<file path="config.mk">
export PLATFORM = sky130hd
export DESIGN_NAME = ysyx_22050019_mem_wb_pipe
export DESIGN_NICKNAME = d
export VERILOG_FILES = /design/src/rtl/ysyx_22050019_pkg.sv /design/src/rtl/ysyx_22050019_mem_wb_pipe_if.sv /design/src/rtl/ysyx_22050019_skid_buf.sv /design/src/rtl/ysyx_22050019_mem_wb_pipe.sv
export SDC_FILE = /design/constraint.sdc
export NUM_CORES = 2
export LEC_CHECK = 0
export ABC_AREA = 1
export CAP_MARGIN = 20
export CORE_MARGIN = 1.5
export CORE_UTILIZATION = 25
export DETAILED_ROUTE_END_ITERATION = 10
export GPL_TIMING_DRIVEN = 1
export PLACE_DENSITY_LB_ADDON = 0.15
export SLEW_MARGIN = 5
export SYNTH_ARGS = -nofsm -noshare
export SYNTH_HDL_FRONTEND = slang
export SYNTH_SLANG_ARGS = --single-unit
export TNS_END_PERCENT = 100
</file>
<file path="constraint.sdc">
create_clock -name clk -period 1.6 [get_ports clk]
set_clock_uncertainty 0.05 [all_clocks]
set_input_delay 0.16 -clock clk [delete_from_list [all_inputs] [get_ports clk]]
set_output_delay 0.16 -clock clk [all_outputs]
set_load 0.1 [all_outputs]
</file>
<file path="src/rtl/ysyx_22050019_pkg.sv">
// Shared constants for the MEM/WB pipeline slice.
// Source indices and parameter defaults.
package ysyx_22050019_pkg;

  localparam int XLEN_DEF    = 64;
  localparam int RADDR_W_DEF = 5;
  localparam int NSRC_DEF    = 3;
  localparam int NCSR_DEF    = 4;

  localparam int SRC_EXU = 0;
  localparam int SRC_CSR = 1;
  localparam int SRC_LSU = 2;

endpackage

</file>
<file path="src/rtl/ysyx_22050019_mem_wb_pipe_if.sv">
// Valid/ready handshake bundle carrying a packed payload.
// master drives valid/data, slave drives ready.
interface ysyx_22050019_mem_wb_pipe_if #(
  parameter int W = 64
);

  logic         valid;
  logic         ready;
  logic [W-1:0] data;

  modport master (
    output valid,
    output data,
    input  ready
  );

  modport slave (
    input  valid,
    input  data,
    output ready
  );

endinterface

</file>
<file path="src/rtl/ysyx_22050019_skid_buf.sv">
// Two-entry skid buffer (main + skid) with registered ready.
// Flush drops both entries; ready never depends on downstream ready.
module ysyx_22050019_skid_buf
  import ysyx_22050019_pkg::*;
#(
  parameter int W = 8
) (
  input  logic clk,
  input  logic rst,
  input  logic flush,
  ysyx_22050019_mem_wb_pipe_if.slave  s_if,
  ysyx_22050019_mem_wb_pipe_if.master m_if
);

  logic         main_v_q, main_v_d;
  logic         skid_v_q, skid_v_d;
  logic         rdy_q, rdy_d;
  logic [W-1:0] main_q, main_d;
  logic [W-1:0] skid_q, skid_d;
  logic         acc, pop;

  assign acc = s_if.valid && rdy_q && !flush;
  assign pop = main_v_q && m_if.ready;

  always_comb begin
    main_v_d = main_v_q;
    main_d   = main_q;
    skid_v_d = skid_v_q;
    skid_d   = skid_q;
    if (flush) begin
      main_v_d = 1'b0;
      skid_v_d = 1'b0;
    end else if (skid_v_q) begin
      if (pop) begin
        main_d   = skid_q;
        skid_v_d = 1'b0;
      end
    end else if (acc) begin
      if (!main_v_q || pop) begin
        main_v_d = 1'b1;
        main_d   = s_if.data;
      end else begin
        skid_v_d = 1'b1;
        skid_d   = s_if.data;
      end
    end else if (pop) begin
      main_v_d = 1'b0;
    end
    rdy_d = !skid_v_d;
  end

  always_ff @(posedge clk) begin
    if (rst) begin
      main_v_q <= 1'b0;
      skid_v_q <= 1'b0;
      rdy_q    <= 1'b0;
      main_q   <= '0;
      skid_q   <= '0;
    end else begin
      main_v_q <= main_v_d;
      skid_v_q <= skid_v_d;
      rdy_q    <= rdy_d;
      main_q   <= main_d;
      skid_q   <= skid_d;
    end
  end

  assign s_if.ready = rdy_q;
  assign m_if.valid = main_v_q;
  assign m_if.data  = main_q;

endmodule

</file>
<file path="src/rtl/ysyx_22050019_mem_wb_pipe.sv">
// MEM->WB pipeline register: priority source select, skid
// buffering, retire counter and multi-enable error flag.
module ysyx_22050019_mem_wb_pipe
  import ysyx_22050019_pkg::*;
#(
  parameter int XLEN    = XLEN_DEF,
  parameter int RADDR_W = RADDR_W_DEF,
  parameter int NSRC    = NSRC_DEF,
  parameter int NCSR    = NCSR_DEF
) (
  input  logic                    clk,
  input  logic                    rst,
  input  logic                    flush,
  input  logic                    in_valid,
  output logic                    in_ready,
  input  logic [XLEN-1:0]         in_pc,
  input  logic [NSRC-1:0]         src_we,
  input  logic [NSRC*RADDR_W-1:0] src_waddr,
  input  logic [NSRC*XLEN-1:0]    src_wdata,
  input  logic [NCSR*XLEN-1:0]    csr_diff_i,
  output logic                    out_valid,
  input  logic                    out_ready,
  output logic [XLEN-1:0]         out_pc,
  output logic                    wb_we,
  output logic [RADDR_W-1:0]      wb_waddr,
  output logic [XLEN-1:0]         wb_wdata,
  output logic [NCSR*XLEN-1:0]    csr_diff_o,
  output logic [63:0]             retire_cnt,
  output logic                    multi_we_err
);

  localparam int CW = NCSR * XLEN;
  localparam int PW = CW + XLEN + 1 + RADDR_W + XLEN;

  logic               sel_we;
  logic [RADDR_W-1:0] sel_waddr;
  logic [XLEN-1:0]    sel_wdata;
  logic               st_we;
  logic               acc, fire, multi;
  logic [63:0]        retire_cnt_q;
  logic               multi_q;

  ysyx_22050019_mem_wb_pipe_if #(.W(PW)) up_if ();
  ysyx_22050019_mem_wb_pipe_if #(.W(PW)) dn_if ();

  // Walk high-to-low so the lowest enabled index wins.
  always_comb begin
    sel_waddr = '0;
    sel_wdata = '0;
    for (int i = NSRC - 1; i >= 0; i--) begin
      if (src_we[i]) begin
        sel_waddr = src_waddr[i*RADDR_W +: RADDR_W];
        sel_wdata = src_wdata[i*XLEN +: XLEN];
      end
    end
    sel_we = (|src_we) && (sel_waddr != '0);
  end

  assign multi = |(src_we & (src_we - NSRC'(1)));

  assign up_if.valid = in_valid;
  assign up_if.data  = {csr_diff_i, in_pc, sel_we,
                        sel_waddr, sel_wdata};
  assign in_ready    = up_if.ready;

  ysyx_22050019_skid_buf #(.W(PW)) u_skid (
    .clk   (clk),
    .rst   (rst),
    .flush (flush),
    .s_if  (up_if),
    .m_if  (dn_if)
  );

  assign out_valid   = dn_if.valid;
  assign dn_if.ready = out_ready;
  assign {csr_diff_o, out_pc, st_we,
          wb_waddr, wb_wdata} = dn_if.data;
  assign wb_we = out_valid && st_we;

  assign acc  = in_valid && in_ready && !flush;
  assign fire = out_valid && out_ready && !flush;

  always_ff @(posedge clk) begin
    if (rst) begin
      retire_cnt_q <= '0;
      multi_q      <= 1'b0;
    end else begin
      if (fire) retire_cnt_q <= retire_cnt_q + 64'd1;
      if (acc && multi) multi_q <= 1'b1;
    end
  end

  assign retire_cnt   = retire_cnt_q;
  assign multi_we_err = multi_q;

endmodule

</file>
-- Word level (Yosys, flattened, before mapping)
Index checks and enable logic that the tools add are counted.
Widths: inputs -> output; s select.
- mux-type cells: 18
- reductions and logical operators: 21
- bitwise operators: 4
- equal/unequal tests: 2
- $add $sub $neg: 2
- operators with widths (cell ; count):
    $mux 390 ; 4
    $mux 64 ; 3
    $add 64x1->64 const B ; 1
    $mux 5 ; 3
    $mux 1 ; 8
    $reduce_and 4->1 ; 2
    $logic_and 1x1->1 ; 7
    $reduce_bool 2->1 ; 3
    $reduce_or 3->1 ; 2
    $reduce_bool 5->1 ; 1
    $and 3x3->3 ; 1
    $logic_not 1->1 ; 3
    $not 1->1 ; 3
    $reduce_and 3->1 ; 1
    $sub 3x1->3 const B ; 1
    $ne 2x1->1 const B ; 1
    $ne 2x2->1 const B ; 1
    $reduce_or 2->1 ; 1
    $logic_or 1x1->1 ; 1
- register bits: 848
- output and inout port bits: 457
- word-level logic and storage cells: 54

-- Longest topological paths before layout
- depth in word-level cells: 8
- mapped depth: 11
- gate-level depth less buffers: 11

-- By module
From an unflattened synthesis, not the netlist that was laid out.
- cells, all modules: 5715
- area, all modules: 40425.0 µm²
- modules (own cells, without submodules) (module ; sequential area each (µm²) ; cells each ; instances ; area an instance (µm²)):
    ysyx_22050019_skid_buf ; 15675.0 ; 4832 ; 1 ; 35230.0
    ysyx_22050019_mem_wb_pipe ; 1301.2 ; 883 ; 1 ; 5195.0

-- Least setup slack after synthesis
No wires, ideal clock.
- path type: flip-flop to flip-flop
- start: register retire_cnt_q[0], in the netlist retire_cnt[0]
- end: register retire_cnt_q[54], in the netlist retire_cnt[54]
- stages on the path, launching flop included: 11
- path slack: -1.004 ns
- data required time: 1.422 ns
- arrival: 2.427 ns
- cell sequence: dfxtp_1 -> ha_1 -> nand3_1 -> nor2_1 -> nand2_1 -> nor2_1 -> nand2_1 -> nor2_1 -> nand4_1 -> nand2_1 -> nor2_1
- cells in the longest elaborated chain, start to end: 1
- RTL lines (element ; line ; text):
    start, declared ; ysyx_22050019_mem_wb_pipe.sv:40 ; logic [63:0] retire_cnt_q;
    start signal, assigned ; ysyx_22050019_mem_wb_pipe.sv:88 ; if (fire) retire_cnt_q <= retire_cnt_q + 64'd1;
    $add 64x1->64 ; ysyx_22050019_mem_wb_pipe.sv:88 ;
Every way passes these cells.
A chain may end at the register's enable or synchronous reset.

-- Final worst setup path
- start: register u_skid.main_v_q, in the netlist u_skid.m_if.valid
- end: register u_skid.skid_q[9]
- cells in the longest elaborated chain, start to end: 4
- elaborated cells between the ends (all ways): 5
- RTL lines (element ; line ; text):
    start, declared ; ysyx_22050019_skid_buf.sv:15 ; logic main_v_q, main_v_d;
    start signal, assigned ; ysyx_22050019_skid_buf.sv:60 ; main_v_q <= main_v_d;
    $logic_not 1->1 / $logic_and 1x1->1 (equally long branches) ; ysyx_22050019_skid_buf.sv:39, ysyx_22050019_skid_buf.sv:23 ;
    $logic_or 1x1->1 (*) ; ysyx_22050019_skid_buf.sv:39 ; if (!main_v_q || pop) begin
    $not 1->1 (no source line) (*) ; -- ;
    $reduce_and 4->1 (no source line) (*) ; -- ;
    end signal, assigned ; ysyx_22050019_skid_buf.sv:64 ; skid_q <= skid_d;
    end, declared ; ysyx_22050019_skid_buf.sv:19 ; logic [W-1:0] skid_q, skid_d;
Every way passes the cells marked *; elsewhere a longest branch is shown, timed or not.

==> summary.md <==
| Metric | Value |
|---|---|
| Nets | 6730 |
| DP Area | 0.05376 mm^2 |
| Commonest non-fill, non-tap cell in the layout | nand2_1 |
| Starting Density | 0.2512 |
| Most frequent cells in the layout | 1072 x nand2_1, 808 x nor2_1, 784 x dfxtp_1, 682 x o21ai_0, 531 x clkdlybuf4s50_1 |
| RSZ-0062 raised after global routing | yes |
| CP max-delay cell | dfxtp_4 |
| R2r startpoint | u_skid.m_if.valid |
| Worst hold path type | primary input to register |
| Die Y-Extent | roughly 400 um |
| Fin cells | 8302 |
| Synth top area cells | dfxtp_1 45%, nand2_1 11%, o21ai_0 9.9%, nor2_1 8.7%, buf_4 7.9% |
| Setup TNS Final | -93.85 ns |
| Num CTS Buffers | 100 |
| Pre-CTS setup slack | -0.7006 ns |
| Post-layout min period | around 1.9 ns |
| Yosys reg bits | ~850 |
| Worst-path clk slew | roughly 0.06 ns |
| Post-Synth Adder-Cell Area | 0.0003329 |
| CP Data Arrival Time | around 2.4 ns |
| Synth Area per Inst | approximately 7.3 um^2 |
| Status | complete, but fails checks |
| Synth async-reset ratio | 0 |
| DRT Wirelength | 164.7 mm |
| Mapped Cells | slightly above 5000 |
| Antenna Violating Nets Remaining | 0 |
| Post-synth EDFFs | 0 |
| Worst path top cell family by delay | buffers and inverters |
| Via total after detailed routing | approximately 38000 |
| Post-synthesis xor/xnor area fraction | 0.004428 |
| Vias/cell | approximately 4.6 |
| P per Cell Area | between 900 and 1000 mW/mm^2 |
| Maximum clock insertion buffer count | 3 |
| # H-tree levels | 3 |
| Yosys warning count | 0 |
| Slew @ Worst Pin | roughly 0.57 ns |
| First-pass GRT wire length | about 230 mm |
| Max-slew headroom | 0.6144 |
| Port Buffer Count | ~990 |
| Die width | just under 400 um |
| Design Power | ~56 mW |
| Violated checks | setup timing |
| Worst setup margin | -0.2516 ns |
| Core Region | between 0.1 and 0.15 mm^2 |
| First-pass detailed-route iteration total | 6 |
| Antenna violations before repair | 15 |
| DR DRC count | 0 |
| Critical path class | register to register |
| Layout cells sized above 1 | 0.1973 |
| Highest clock rate | 540.1 MHz |
| Final period utilization | 1.157 |
| Max-slew violations | 0 |
| P_leak | 25.07 nW |
| Combinational family with the most area after synthesis | simple AND/OR/NAND/NOR gates |
| Fin area | roughly 0.062 mm^2 |
| Mapped Area | 0.03758 mm^2 |
| DR iter-0 viols | approximately 2400 |
| Post-synthesis cell type count | 36 |
| Critical path startpoint category | register |
| Critical path buffer and inverter count | 4 |
| Ports | roughly 990 |
| Finished Core Util | 0.4138 |
| CTS tree | done |
| CP endpoint kind | register |
| Worst Setup SP | u_skid.m_if.valid |
| Peak supply drop | between 0.7 and 0.8 mV |
| Simple-Gate Fraction of Synth Area | 0.2073 |
| MaxCap Viol Count | 0 |
| WHS | about 0.048 ns |
| Mapped Nets | around 5700 |
| Synth Area in Compound Gates | 0.2007 |
| Clock sink total | around 850 |
| Area Growth Syn to Fin | 64.70% |
| Worst path cell trace | inv_2, or2_4, nor3_4, buf_12, buf_4, buf_12, nor2_1, a211oi_1 |
| Maximum number of pins on one net before global-route repair | around 130 |
| Crit Path Max Fanout | 33 |
| Worst Path Required | roughly 2.2 ns |
| CP max stage delay | 0.39 ns |
| Mux cell area share after synthesis | 0 |
| Post-Place Cells | between 7000 and 8000 |
| GPL Wtd Cong | around 0.85 |
| Final setup fails | ~800 |
| Root Buffer Master | clkbuf_16 |
| Vias in the first global route | roughly 36000 |
| Total GRT Usage | 0.1953 |
| Hold Path Origin | csr_diff_i[50] |
| Num rows | ~140 |
| Dpl hpwl | about 110 mm |
| Top-area cell type share of the netlist area | 0.4517 |
| Worst path most repeated cell | buf_12 |
| Final Hold Fails | 0 |
| GRT overflow | 0 |
| Clock Latency Late Sink | between 0.7 and 0.8 ns |
| Prevailing post-synth register cell | dfxtp_1 |
| Dominant cell type by area after synthesis | dfxtp_1 |
| Wire length per cell | 19.83 um |
| Overall die area | 0.1527 mm^2 |
| Sequential area share after synthesis | 0.4517 |
-- timing repair --
action | CTS | global route
endpoints found under the setup margin | 962 | 956
hold endpoints to repair | 565 | 0
hold buffers | 272 | 0
buffers inserted | 6 | 24
pin swaps | 9 | 40
cloned | 2 | 37
resized for setup | 32 | 252
-- power breakdown --
group,internal (mW),switching (mW),total (mW)
Clock,13.2,9.85,23.1
Sequential,21.6,0.659,22.3
Combinational,4.61,6.48,11.1
Total,39.5,17.0,56.5
-- tightest hold or removal path: stages --
cell	delay [ns]
clkdlybuf4s50_1	0.45
nand2_1	0.09
a31oi_1	0.07
-- cells by family after synthesis --
logic type	count (synthesis)
compound gates	1369
simple gates	2027
xor+xnor	19
fa+ha+maj	1
buf+inv	916
flops	848
-- metal layers --
metal | vias up | track usage | part of all wire
met2 | 1090 | 0.3389 | 0.49
met4 | 6 | 0.06976 | 0.035
met1 | 17790 | 0.2331 | 0.41
met3 | 253 | 0.04659 | 0.062
li1 | 18850 | - | -
met5 | - | 0 | 0.00025
-- path summary, 6_finish.rpt --
path                      endpoint  slack, ns  cells past startpoint
max               u_skid.skid_q[9]      -0.25                      8
min          u_skid.m_if.data[184]       0.05                      3
max reg2reg       u_skid.skid_q[9]      -0.25                      8
min reg2reg  u_skid.m_if.data[152]       0.39                      2
-- registers in the layout, summed over array words and instances, names as in the netlist --
name,count
u_skid.m_if.valid,1
u_skid.skid_q,390
u_skid.s_if.ready,1
u_skid.m_if.data,390
u_skid.skid_v_q,1
multi_we_err,1
retire_cnt,64
-- synthesized netlist by cell type, drive strengths merged (20+ instances only) --
cell    instances
a21oi         164
a31oi         320
buf           532
clkbuf        238
dfxtp         848
inv           146
nand2        1086
nand3          28
nand4          20
nor2          876
o21ai         802
o221ai         64
-- area by class of cell --
class                      count  area [um^2]
antenna                       15        37.54
clock buffer                 160         3050
clock inverter                19        251.5
fill                       14960        87700
inverter                     146        601.8
multi-input combinational   3416        16090
sequential                   848        17150
tap                         2016         2522
timing repair buffer        1679        22170
timing repair inverter         3        28.78
No activity file was read; power rests on OpenSTA's default activity.
